--- src/rtl/sv_uart_rx_packer_if.sv ---
// sv_uart_rx_packer_if: AXI-Stream bundle carrying packed receive words
interface sv_uart_rx_packer_if #(
    parameter int DATA_WIDTH = 24
);
    logic [DATA_WIDTH-1:0] tdata;
    logic                  tvalid;
    logic                  tready;
    modport master (output tdata, output tvalid, input tready);
    modport slave  (input tdata, input tvalid, output tready);
endinterface

--- src/rtl/sv_uart_rx_packer.sv ---
// sv_uart_rx_packer: 8N1 receiver packing consecutive bytes MSB-first into AXI-Stream words
module sv_uart_rx_packer #(
    parameter int DATA_WIDTH   = 24,
    parameter int RX_PIPE      = 3,
    parameter int TIMEOUT_BITS = 20
) (
    input  logic                iclk,
    input  logic                irst_n,
    input  logic                irx,
    input  logic [15:0]         idivider,
    sv_uart_rx_packer_if.master m_axis,
    output logic                oframe_err,
    output logic                ooverrun,
    output logic                otimeout,
    output logic                obusy
);
    localparam int WORDS_NUM = DATA_WIDTH / 8;
    localparam int IW        = $clog2(WORDS_NUM);
    localparam int TW        = $clog2(TIMEOUT_BITS + 1);

    typedef enum logic [1:0] {IDLE, START, DATA, STOP} state_t;

    state_t                state;
    logic [RX_PIPE-1:0]    sync;
    logic                  rx_s;
    logic [15:0]           div;
    logic [15:0]           cnt;
    logic [15:0]           pcnt;
    logic [TW-1:0]         tcnt;
    logic [2:0]            bitn;
    logic [7:0]            sh;
    logic [IW-1:0]         idx;
    logic [DATA_WIDTH-1:0] word;
    logic [DATA_WIDTH-1:0] word_next;

    assign rx_s      = sync[RX_PIPE-1];
    assign word_next = {word[DATA_WIDTH-9:0], sh};
    assign obusy     = (state != IDLE) || (idx != '0);

    // metastability guard on the serial line, idles high
    always_ff @(posedge iclk or negedge irst_n) begin
        if (!irst_n) sync <= '1;
        else         sync <= {sync[RX_PIPE-2:0], irx};
    end

    // bit FSM, byte packer, idle timeout and single-entry output register
    always_ff @(posedge iclk or negedge irst_n) begin
        if (!irst_n) begin
            state         <= IDLE;
            div           <= '0;
            cnt           <= '0;
            pcnt          <= '0;
            tcnt          <= '0;
            bitn          <= '0;
            sh            <= '0;
            idx           <= '0;
            word          <= '0;
            m_axis.tdata  <= '0;
            m_axis.tvalid <= 1'b0;
            oframe_err    <= 1'b0;
            ooverrun      <= 1'b0;
            otimeout      <= 1'b0;
        end else begin
            oframe_err <= 1'b0;
            ooverrun   <= 1'b0;
            otimeout   <= 1'b0;
            if (m_axis.tvalid && m_axis.tready) m_axis.tvalid <= 1'b0;
            case (state)
                IDLE: begin
                    if (!rx_s) begin
                        state <= START;
                        cnt   <= 16'd1;
                        div   <= (idivider < 16'd4) ? 16'd4 : idivider;
                        pcnt  <= '0;
                        tcnt  <= '0;
                    end else if (idx != '0) begin
                        if (pcnt == div - 16'd1) begin
                            pcnt <= '0;
                            if (tcnt == TW'(TIMEOUT_BITS - 1)) begin
                                otimeout <= 1'b1;
                                idx      <= '0;
                                tcnt     <= '0;
                            end else begin
                                tcnt <= tcnt + 1'b1;
                            end
                        end else begin
                            pcnt <= pcnt + 16'd1;
                        end
                    end else begin
                        pcnt <= '0;
                        tcnt <= '0;
                    end
                end
                START: begin
                    if (cnt == (div >> 1)) begin
                        state <= rx_s ? IDLE : DATA;
                        cnt   <= 16'd1;
                        bitn  <= '0;
                    end else begin
                        cnt <= cnt + 16'd1;
                    end
                end
                DATA: begin
                    if (cnt == div) begin
                        sh   <= {rx_s, sh[7:1]};
                        cnt  <= 16'd1;
                        bitn <= bitn + 1'b1;
                        if (bitn == 3'd7) state <= STOP;
                    end else begin
                        cnt <= cnt + 16'd1;
                    end
                end
                STOP: begin
                    if (cnt == div) begin
                        state <= IDLE;
                        if (!rx_s) begin
                            oframe_err <= 1'b1;
                            idx        <= '0;
                        end else begin
                            word <= word_next;
                            if (idx == IW'(WORDS_NUM - 1)) begin
                                idx <= '0;
                                if (!m_axis.tvalid || m_axis.tready) begin
                                    m_axis.tdata  <= word_next;
                                    m_axis.tvalid <= 1'b1;
                                end else begin
                                    ooverrun <= 1'b1;
                                end
                            end else begin
                                idx <= idx + 1'b1;
                            end
                        end
                    end else begin
                        cnt <= cnt + 16'd1;
                    end
                end
                default: state <= IDLE;
            endcase
        end
    end
endmodule

--- src/flat_wrapper.sv ---
// flat-port wrapper written by rule: the top's interface ports become plain ports
module sv_uart_rx_packer_flat 
#(
    parameter int DATA_WIDTH   = 24,
    parameter int RX_PIPE      = 3,
    parameter int TIMEOUT_BITS = 20
)
  (iclk, irst_n, irx, idivider, oframe_err, ooverrun, otimeout, obusy, m_axis_tdata, m_axis_tvalid, m_axis_tready);
  sv_uart_rx_packer_if #(.DATA_WIDTH(DATA_WIDTH)) m_axis_i ();
  input  logic iclk;
  input  logic irst_n;
  input  logic irx;
  input  logic [15:0] idivider;
  output logic oframe_err;
  output logic ooverrun;
  output logic otimeout;
  output logic obusy;
  output wire logic [$bits(m_axis_i.tdata)-1:0] m_axis_tdata;
  output wire logic [$bits(m_axis_i.tvalid)-1:0] m_axis_tvalid;
  input wire logic [$bits(m_axis_i.tready)-1:0] m_axis_tready;
  assign m_axis_tdata = m_axis_i.tdata;
  assign m_axis_tvalid = m_axis_i.tvalid;
  assign m_axis_i.tready = m_axis_tready;
  sv_uart_rx_packer #(.DATA_WIDTH(DATA_WIDTH), .RX_PIPE(RX_PIPE), .TIMEOUT_BITS(TIMEOUT_BITS)) u_core (.iclk(iclk), .irst_n(irst_n), .irx(irx), .idivider(idivider), .m_axis(m_axis_i), .oframe_err(oframe_err), .ooverrun(ooverrun), .otimeout(otimeout), .obusy(obusy));
endmodule
--- config.mk ---
export PLATFORM = sky130hd
export DESIGN_NAME = sv_uart_rx_packer_flat
export DESIGN_NICKNAME = d
export VERILOG_FILES = /design/src/rtl/sv_uart_rx_packer_if.sv /design/src/rtl/sv_uart_rx_packer.sv /design/src/flat_wrapper.sv
export SDC_FILE = /design/constraint.sdc
export NUM_CORES = 1
export LEC_CHECK = 0
export CORE_MARGIN = 5
export CORE_UTILIZATION = 50
export DETAILED_ROUTE_END_ITERATION = 7
export PLACE_DENSITY = 0.82
export SLEW_MARGIN = 15
export SYNTH_ARGS = -nofsm -noshare
export SYNTH_HDL_FRONTEND = slang
export SYNTH_SLANG_ARGS = --single-unit
--- constraint.sdc ---
create_clock -name iclk -period 3.2 [get_ports iclk]
set_clock_uncertainty 0.1 [all_clocks]
set_input_delay 0.48 -clock iclk [delete_from_list [all_inputs] [get_ports iclk]]
set_output_delay 0.48 -clock iclk [all_outputs]
set_load 0.02 [all_outputs]
==> results by group <==
Final layout
  – Final core utilization: 63.8%
  – Layout cells sized above 1: roughly 22%
  – Filler Cell Count: 814
  – Multi-input logic area: 0.00292 sq mm
  – Register area: 0.00288 sq mm
  – ANT cells: 0
  – Nets: 675
  – Area Growth Syn to Fin: 23.9%

Power and ir drop
  – Clock power frac: 33.4%
  – Switching pwr: 1.85 mW
  – VDD IR max: around 350 uV
  – Final Power: 5.26 mW
  – Combinational fraction of design power: 33.2%
  – Pint: roughly 3.4 mW
  – Leak: 3.34 nW
  – P per Cell Area: 716 mW/mm^2
  – Reg power frac: 33.5%
  – Switching Share: 35.3%

Clock network
  – Hold_buf cts: 0
  – Clock latency on the worst-skew pair: 0.41 ns
  – Clk Tree Root Cell: clkbuf_16
  – Htree depth: 4
  – Sink Count: 115
  – Maximum clock path buffer count: 2
  – TritonCTS clock tree: yes
  – Clock Pin Slew Worst Setup and Hold Paths: 0.06 ns
  – CTS buffer count: 17

Critical path
  – Critical setup path kind: reg2reg
  – Worst path depth: 9
  – WP buf/inv: 1
  – Startpoint Class: register
  – FF-to-FF End: u_core.tcnt[3]
  – R2R Setup Slk: -0.05 ns
  – Top delay family on crit path: simple AND/OR/NAND/NOR gates
  – CP required: 3.45 ns
  – Cells on worst reg2reg path: 9
  – CP max-delay cell: or4_4
  – Crit path max fanout: 5
  – Worst Path Arrival: 3.51 ns
  – Cells along the critical path: or4_4, nor4b_4, xnor2_1, or4_4, or3_4, or3_4, buf_6, o31a_1, nand2_1
  – Slowest stage delay, CP: 0.58 ns
  – FF-to-FF Start: u_core.div[2]
  – Critical Path End Type: register

Placement
  – I/O Buffers: 48
  – Hpwl dp: 9910 um
  – Gpl congestion: just under 0.9
  – Dpl ws: -0.0798 ns

Route
  – Routed vias/inst: 5.82
  – Iter 0 DRT Violations: 358
  – DRC errors left: 0
  – Antenna violation net count after detailed routing: 0
  – Routed wire length: 14400 um
  – Wire length per cell: 18.0 um
  – Vias: 4654
  – Drt pass-1 iters: 5

Timing
  – Worst-margin pin slew: 0.668 ns
  – Worst Setup Slack, final: -0.0542 ns
  – Hold WS: 0.00341 ns
  – Fin crit period: 3.25 ns
  – RSZ-0062 raised after global routing: true
  – Final setup fails: 18
  – Fin crit share: 102%
  – Slew HR: 55.5%
  – Max Slew Vio Count: 0
  – Final Hold Fails: 0
  – Setup TNS: -0.488 ns
  – Max Clk Rate: 0.307 GHz

Min path
  – Worst min-delay path category: in2async

Status
  – Violated checks: negative setup slack
  – Status: complete, but fails checks

Global route
  – Remaining global-route overflow: 0
  – Largest net degree at the start of global routing: 52
  – Via count of the first global-routing pass: a little under 5000
  – First-pass GRT wire length: 24200 um
  – Tot GR Track Use: a little over a fifth
  – Antenna violations before repair: 0

Yosys
  – Sequential fraction of the synthesis area: about half
  – Post-synth ARST share: 100%
  – Mapped Area: 0.00593 sq mm
  – Post-synth EDFFs: 0
  – Post-synth top area cell: dfrtp_1
  – Syn_area_per_cell: around 10 sq um
  – Mapped Cells: 583
  – Netlist cell types: 56
  – Synth area leaders: dfrtp_1 47%, mux2_2 9.7%, xor2_1 5.6%, xnor2_1 5.0%, nand2_1 4.8%
  – Top_reg_cell synth: dfrtp_1
  – Post-synth top area share: 47.3%
  – FF+latch count, synth: 115
  – Post-Syn Nets: between 600 and 700
  – Synthesis Warnings: 0

Die
  – Width of the die: 119 um
  – Std cell rows: 39
  – Chip height: approximately 120 um
  – Core region area: ~0.012 sq mm
  – IO Pins: 49
  – Initial core utilization: between 50% and 60%
  – Total die area: 0.0141 sq mm

Run
  – Number of max-cap violations: 0
## cells in the final DEF (no fill, tap or decap), types with 15 or more instances in the layout
master	n
nand3_1	16
buf_4	29
xor2_1	38
inv_1	15
nand2_1	76
dfrtp_1	112
clkdlybuf4s50_1	47
clkbuf_16	17
mux2_2	51
xnor2_1	34
nor2_1	51
## power by group through the flow
stage | clock network, mW | registers (mW) | logic, mW
finish | 1.76 | 1.76 | 1.74
global route | 1.84 | 1.77 | 1.88
CTS | 1.77 | 1.75 | 1.69
detailed placement | 0 | 1.77 | 1.62
global placement | 0 | 1.76 | 1.55
floorplan | 0 | 1.66 | 1.17
## stage by stage
stage	std cells	instance area (sq um)
after detailed placement	767	6690
after global routing	800	7350
after global placement	767	6690
after floorplan	583	5940
after CTS	799	7300
final	800	7350
## cells in the mapped netlist, types with 3 or more instances
cell and n:
dfrtp_1 112, nand2_1 76, nor2_1 52, mux2_2 51, xor2_1 38, xnor2_1 34
clkbuf_1 32, nand3_1 18, o21ai_0 17, inv_1 15, nor4_1 14, nand4_1 12
and3_1 10, ha_1 10, nor3_1 10, a21oi_1 8, a31oi_1 7, nand2b_1 6
and2_1 4, o211ai_1 4, dfstp_2 3, nor2b_1 3
## kinds of logic (layout without fill, tap and decap cells)
| group | count (synthesis) | count (layout) | synth area share, % |
|---|---|---|---|
| simple gates | 224 | 224 | 18.7 |
| fa+ha+maj | 10 | 10 | 2.11 |
| flops | 115 | 115 | 48.6 |
| compound gates | 56 | 56 | 6.27 |
| xor+xnor | 72 | 72 | 10.6 |
| mux | 53 | 53 | 10.0 |
| buf+inv | 53 | 127 | 3.65 |
## cell type report
type	count	area share, %
clock inverter	13	1.53
inverter	15	0.766
multi-input combinational	415	39.7
timing repair buffer	81	10.4
clock buffer	18	5.98
sequential	115	39.2
tap	143	2.44
## per-layer routing
layer	wire length, um	vias to the layer above	track usage [%]
li1	-	2127	-
met1	5950	2298	26.1
met2	7150	191	34.8
met3	908	38	5.73
met4	395	0	8.47
met5	0	-	0
## worst max-delay path by stage
stage                  start               to
3_5_place_dp   u_core.div[0]   u_core.tcnt[2]
3_3_place_gp   u_core.div[2]   u_core.tcnt[1]
6_report       u_core.div[2]   u_core.tcnt[3]
5_1_grt        u_core.div[2]   u_core.tcnt[3]
4_1_cts        u_core.div[0]  u_core.pcnt[15]
2_1_floorplan  u_core.div[3]   u_core.tcnt[4]
## sequential cells by signal (all words and copies together), names as in the netlist, named ones only
name	flops
u_core.state	1
u_core.word	16
u_core.sync	3
u_core.ooverrun	1
u_core.div	16
u_core.cnt	16
u_core.sh	8
u_core.oframe_err	1
u_core.otimeout	1
u_core.m_axis.tdata	24
u_core.tcnt	5
u_core.m_axis.tvalid	1
u_core.bitn	3
u_core.idx	2
u_core.pcnt	16
## what timing repair did
action,in CTS,in global routing
buffers inserted,1,1
endpoints found under the setup margin,20,22
pin swaps,2,5
gates resized for setup,11,12
Power figures use the tool's default switching activity.
